--- config.mk ---
export PLATFORM = sky130hd
export DESIGN_NAME = psdsqrt_ctrl
export DESIGN_NICKNAME = d
export VERILOG_FILES = /design/src/rtl/psdsqrt_pkg.sv /design/src/rtl/psdsqrt_ctrl_rrarb.sv /design/src/rtl/psdsqrt_ctrl.sv
export SDC_FILE = /design/constraint.sdc
export NUM_CORES = 1
export LEC_CHECK = 0
export BUFFER_PORTS_ARGS = -buffer_cell sky130_fd_sc_hd__buf_2
export CAP_MARGIN = 20
export CORE_UTILIZATION = 39
export DETAILED_ROUTE_END_ITERATION = 16
export PLACE_DENSITY = 0.8
export SETUP_SLACK_MARGIN = 0.05
export SLEW_MARGIN = 20
export SYNTH_ARGS = -nofsm -noshare
export SYNTH_HDL_FRONTEND = slang
export SYNTH_SLANG_ARGS = --single-unit
--- constraint.sdc ---
create_clock -name clock -period 2 [get_ports clock]
set_input_delay 0.2 -clock clock [delete_from_list [all_inputs] [get_ports clock]]
set_output_delay 0.2 -clock clock [all_outputs]
set_load 0.01 [all_outputs]
--- src/rtl/psdsqrt_pkg.sv ---
// Shared definitions for the square-root sequencer: controller states and
// iteration-count helpers tied to the operand width.
package psdsqrt_pkg;

    // Default operand width of the shared sqrt core.
    localparam int DEF_NBITSIN = 32;

    // Controller state encoding.
    typedef enum logic [1:0] {
        S_IDLE = 2'd0,
        S_RUN  = 2'd1,
        S_STOP = 2'd2,
        S_DONE = 2'd3
    } state_t;

    // The core resolves one result bit per iteration.
    function automatic int sqrt_iters(input int nbits);
        return nbits / 2;
    endfunction

    localparam int SQRT_ITERS = DEF_NBITSIN / 2;

endpackage

--- src/rtl/psdsqrt_ctrl_rrarb.sv ---
// Round-robin arbiter for the sqrt sequencer. The grant is purely
// combinational from the request vector and the priority pointer; the pointer
// moves one past the winner whenever the controller consumes a grant.
import psdsqrt_pkg::*;

module psdsqrt_rrarb #(
    parameter int NREQ = 2,
    parameter int IDW  = $clog2(NREQ)
) (
    input  logic            clock,
    input  logic            reset,
    input  logic [NREQ-1:0] req_valid,
    input  logic            advance,
    output logic            grant_any,
    output logic [IDW-1:0]  grant_idx
);

    logic [IDW-1:0] ptr;
    logic [IDW-1:0] probe;
    int             pos;

    // Search from ptr upward with wrap; scanning from the far end down lets
    // the nearest valid index win without an early exit.
    always_comb begin
        grant_any = 1'b0;
        grant_idx = '0;
        pos       = 0;
        probe     = '0;
        for (int k = NREQ - 1; k >= 0; k--) begin
            pos = int'(ptr) + k;
            if (pos >= NREQ) begin
                pos = pos - NREQ;
            end
            probe = IDW'(pos);
            if (req_valid[probe]) begin
                grant_any = 1'b1;
                grant_idx = probe;
            end
        end
    end

    // Priority pointer: restarts at 0, moves past the winner on a taken grant.
    always_ff @(posedge clock) begin
        if (reset) begin
            ptr <= '0;
        end else if (advance && grant_any) begin
            if (grant_idx == IDW'(NREQ - 1)) begin
                ptr <= '0;
            end else begin
                ptr <= grant_idx + 1'b1;
            end
        end
    end

endmodule

--- src/rtl/psdsqrt_ctrl.sv ---
// Sequencer for the shared iterative square-root core: arbitrates between
// requesters, issues start/stop with fixed iteration timing and presents the
// tagged result on a valid/ready port.
import psdsqrt_pkg::*;

module psdsqrt_ctrl #(
    parameter int NBITSIN = DEF_NBITSIN,
    parameter int NREQ    = 2,
    parameter int IDW     = $clog2(NREQ)
) (
    input  logic                    clock,
    input  logic                    reset,
    input  logic [NREQ-1:0]         req_valid,
    input  logic [NREQ*NBITSIN-1:0] req_xin,
    output logic [NREQ-1:0]         req_ready,
    output logic                    core_start,
    output logic [NBITSIN-1:0]      core_xin,
    output logic                    core_stop,
    input  logic [NBITSIN/2-1:0]    core_sqrt,
    output logic                    res_valid,
    input  logic                    res_ready,
    output logic [NBITSIN/2-1:0]    res_sqrt,
    output logic [IDW-1:0]          res_id,
    output logic                    busy
);

    localparam int ITERS = sqrt_iters(NBITSIN);
    localparam int CNTW  = $clog2(ITERS);
    localparam int HW    = NBITSIN / 2;

    state_t          state;
    logic [CNTW-1:0] cnt;
    logic [IDW-1:0]  id_q;
    logic [HW-1:0]   res_q;
    logic            done_first;

    logic            grant_any;
    logic [IDW-1:0]  grant_idx;
    logic            accept;

    // A grant is only taken from IDLE and never while reset is asserted.
    assign accept = (state == S_IDLE) && grant_any && !reset;

    psdsqrt_rrarb #(
        .NREQ (NREQ),
        .IDW  (IDW)
    ) u_rrarb (
        .clock     (clock),
        .reset     (reset),
        .req_valid (req_valid),
        .advance   (accept),
        .grant_any (grant_any),
        .grant_idx (grant_idx)
    );

    // One-hot accept pulse to the granted requester.
    always_comb begin
        req_ready = '0;
        if (accept) begin
            req_ready[grant_idx] = 1'b1;
        end
    end

    assign core_start = accept;
    assign core_xin   = accept ? req_xin[int'(grant_idx)*NBITSIN +: NBITSIN] : '0;
    assign core_stop  = (state == S_STOP) && !reset;
    assign busy       = (state != S_IDLE);
    assign res_valid  = (state == S_DONE);
    assign res_id     = res_valid ? id_q : '0;

    // The core result is valid from the first DONE cycle; after that the
    // captured copy keeps the output frozen for the rest of a stall.
    assign res_sqrt   = !res_valid ? '0 : (done_first ? core_sqrt : res_q);

    // Main sequencer: accept, count iterations, pulse stop, hold result.
    always_ff @(posedge clock) begin
        if (reset) begin
            state      <= S_IDLE;
            cnt        <= '0;
            id_q       <= '0;
            res_q      <= '0;
            done_first <= 1'b0;
        end else begin
            case (state)
                S_IDLE: begin
                    if (grant_any) begin
                        id_q  <= grant_idx;
                        cnt   <= CNTW'(1);
                        state <= S_RUN;
                    end
                end
                S_RUN: begin
                    if (cnt == CNTW'(ITERS - 1)) begin
                        cnt   <= '0;
                        state <= S_STOP;
                    end else begin
                        cnt <= cnt + 1'b1;
                    end
                end
                S_STOP: begin
                    done_first <= 1'b1;
                    state      <= S_DONE;
                end
                S_DONE: begin
                    done_first <= 1'b0;
                    if (done_first) begin
                        res_q <= core_sqrt;
                    end
                    if (res_ready) begin
                        state <= S_IDLE;
                    end
                end
                default: state <= S_IDLE;
            endcase
        end
    end

    // Start and stop must never coincide on the core pins.
    a_start_stop_excl: assert property (@(posedge clock) disable iff (reset)
        !(core_start && core_stop));

    // A stalled result must not change under the consumer.
    a_res_stable: assert property (@(posedge clock) disable iff (reset)
        (res_valid && !res_ready) |=> ($stable(res_sqrt) && $stable(res_id)));

endmodule

==> key figures <==
Synthesis
  • Synthesized area: around 1700 µm²
  • Syn Nets: 304
  • Number of synthesized flops with an enable pin: 0
  • Post-synth ARST share: 0%
  • Ys flop type: dfxtp_1
  • Seq/Total Area, Yosys: 28.9%
  • Post-Syn Area per Cell: 8.13 µm²
  • Ys Warns: 0
  • Distinct cell type count after synthesis: 31
  • Cells after synthesis: 213
  • Synth Register Bits: 25

Final layout
  • Area grow syn2layout: 55.9%
  • Post-Layout Inst Area: 2700 µm²
  • FILL cells: about 350
  • N_diodes: 0
  • Fraction of layout cells with a size suffix above 1: approximately half
  • Nets: 446
  • Most common cell after layout, fill and taps aside: buf_2
  • Commonest non-fill, non-tap cells in the layout: buf_2 (139), nand2_1 (37), a22o_1 (32)

Flow run
  • # Max-Cap Violations: 0

Floorplan
  • IO Count: 140
  • Initial core utilization: 41.8%
  • Std cell rows: 23
  • Die Area: 4710 µm²
  • Core footprint: between 4000 and 5000 µm²
  • Die width: 68.6 µm
  • Die height: 68.6 µm

STA
  • Final Max Slew Viols: 0
  • Total negative slack: 0 ns
  • Worst slew margin: 64.9%
  • Setup-failing EPs final: 0
  • Clock Skews: 0.00382 ns
  • Tmin final: 1.90 ns
  • Final Cycle Share: 95.0%
  • Worst Max-Slew Pin Slew: 0.527 ns
  • Max Clk Rate: 527 MHz
  • Final Hold Viols: 0
  • RSZ-0062 raised after global routing: yes

Global routing
  • Initial antenna violation count: 0
  • First-pass GRT wire length: 7240 µm
  • Via count of the first global-routing pass: ~1700
  • Gr ovfl total: 0
  • Most Crowded Layer GR: met2
  • Grt met3 use: between 1.5 and 2%
  • Pin count of the biggest net entering global routing: 34
  • Met2 GRT Util: roughly two fifths
  • GRT Total Usage: 20.1%
  • Met1 global-route usage: a little under a quarter

Critical path
  • Worst reg2reg path depth: 5
  • Critical Path RT: 1.80 ns
  • Critical Setup Path Class: register to output pin
  • Crit-path max FO: 8
  • Reg2reg start: state[0]$_SDFFE_PP0P_
  • Worst setup SP type: register
  • Worst setup EP type: output pin
  • Crit path arrival time: 1.70 ns
  • Crit. Startpoint: state[0]$_SDFFE_PP0P_

Clock network
  • Skew-Pair Late Insertion Delay: 0.26 ns
  • Root buffer cell: clkbuf_8
  • CTS tree: done
  • Num CTS Buffers: 3
  • Clock transition at path regs: ~0.08 ns
  • H-tree levels: 1
  • Clock sinks: 25
  • Clk buf depth: 2

Routing
  • Final ANT Viol Nets: 0
  • DRT iter0 DRCs: just over 60
  • DRC Markers: 0
  • Total routed wirelength: 5580 µm
  • Drt pass-1 iters: 4
  • Via count: roughly 2100
  • Via/cell ratio: 5.20
  • Wirelength per Cell: between 10 and 15 µm

Outcome
  • Status: finished clean

Worst hold path
  • Hold depth: 3
  • Hold Path Origin: core_sqrt[8]
  • HP Class: input pin to register

Power and ir drop
  • Power Internal: 0.00138 W
  • NetSw: 0.000795 W
  • VDD IR max: roughly 0.51 mV
  • Pwr per Cell Area: between 800 and 900 nW/µm²
  • Gate power share: 58.8%
  • Net Sw Frac: 36.5%
  • Clock share of power: a little over an eighth
  • Lkg Pwr: 1.31 nW
  • Seq pwr share: 28.0%

Placement
  • Cell area after placement: 2490 µm²
  • Port bufs: 139
  • HPWL Detailed: 4030 µm
  • Final GP Congestion: 0.845
[through the flow]
stage	setup WS [ns]	hold slack (ns)	cells	power [W]	util, %
after floorplan	0.247	0.336	213	0.00130	-
after global placement	0.237	0.442	392	0.00165	60.0
after detailed placement	0.172	0.446	392	0.00168	60.0
after CTS	0.106	0.181	400	0.00206	62.6
after global routing	0.0310	0.185	404	0.00234	65.2
final	0.101	0.180	404	0.00218	65.2
[power groups by stage]
stage	combinational (W)	sequential [W]	clock, W
2_1_floorplan	0.000708	0.000591	0
3_3_place_gp	0.00103	0.000619	0
3_5_place_dp	0.00106	0.000624	0
4_1_cts	0.00116	0.000608	0.000293
5_1_grt	0.00141	0.000616	0.000317
6_report	0.00128	0.000609	0.000289
[routing by layer]
metal	wire, µm	share of wire [%]	vias up
met5	0	0	-
met1	2260	40	970
met2	3000	54	85
met4	31	0.56	0
li1	-	-	1040
met3	292	5.2	4
[cells by family after synthesis]
| family | count (synthesis) | synth area share [%] |
|---|---|---|
| compound gates | 62 | 26.2 |
| fa+ha+maj | 6 | 4.34 |
| buf+inv | 22 | 6.65 |
| flops | 25 | 28.9 |
| mux | 18 | 10.4 |
| simple gates | 80 | 23.6 |
[flip-flops by register name (all words and copies together) (netlist names)]
signal	cells
u_rrarb.ptr	1
id_q	1
state	2
cnt	4
done_first	1
res_q	16
[cell type report]
class | instances | area, µm² | area share [%]
inverters | 4 | 15.0 | 0.556
multi-input cells | 166 | 1150 | 42.5
clock buffers | 4 | 45.0 | 1.67
flip-flops and latches | 25 | 503 | 18.6
repair buffers | 155 | 926 | 34.3
well taps | 50 | 62.6 | 2.32
[cells in the mapped netlist, drive strengths merged (2+ instances only)]
library cell,n,area [µm²]
nand2,37,139
a22o,32,280
dfxtp,25,500
nor2b,21,131
a21oi,19,95.1
mux2i,18,180
buf,11,72.6
clkbuf,7,27.5
ha,6,75.1
nand2b,6,37.5
inv,4,15.0
o21ai,4,20.0
nand3,3,15.0
nor2,3,11.3
and2,2,12.5
and3,2,12.5
[worst max-delay path, stage by stage, from the launching register on]
cell       delay (ns)
dfxtp_2          0.35
inv_2            0.06
ha_4             0.15
nor2b_4          0.12
and3_4           0.22
clkbuf_16        0.17
a22o_1           0.22
buf_2            0.14
[path summary, 6_finish.rpt]
kind / endpoint / slack (ns)
max reg2reg: state[0]$_SDFFE_PP0P_ / 0.16
max: core_xin[5] / 0.10
min: res_q[8]$_SDFFE_PP0P_ / 0.18
min reg2reg: res_q[4]$_SDFFE_PP0P_ / 0.46
[repair_timing]
item	CTS	global route
setup buffers	3	1
cloned	1	3
pin swaps	1	1
hold buffers	0	0
setup endpoints to repair	32	44
gates resized for setup	9	5
(Power assumes the default switching activity.)
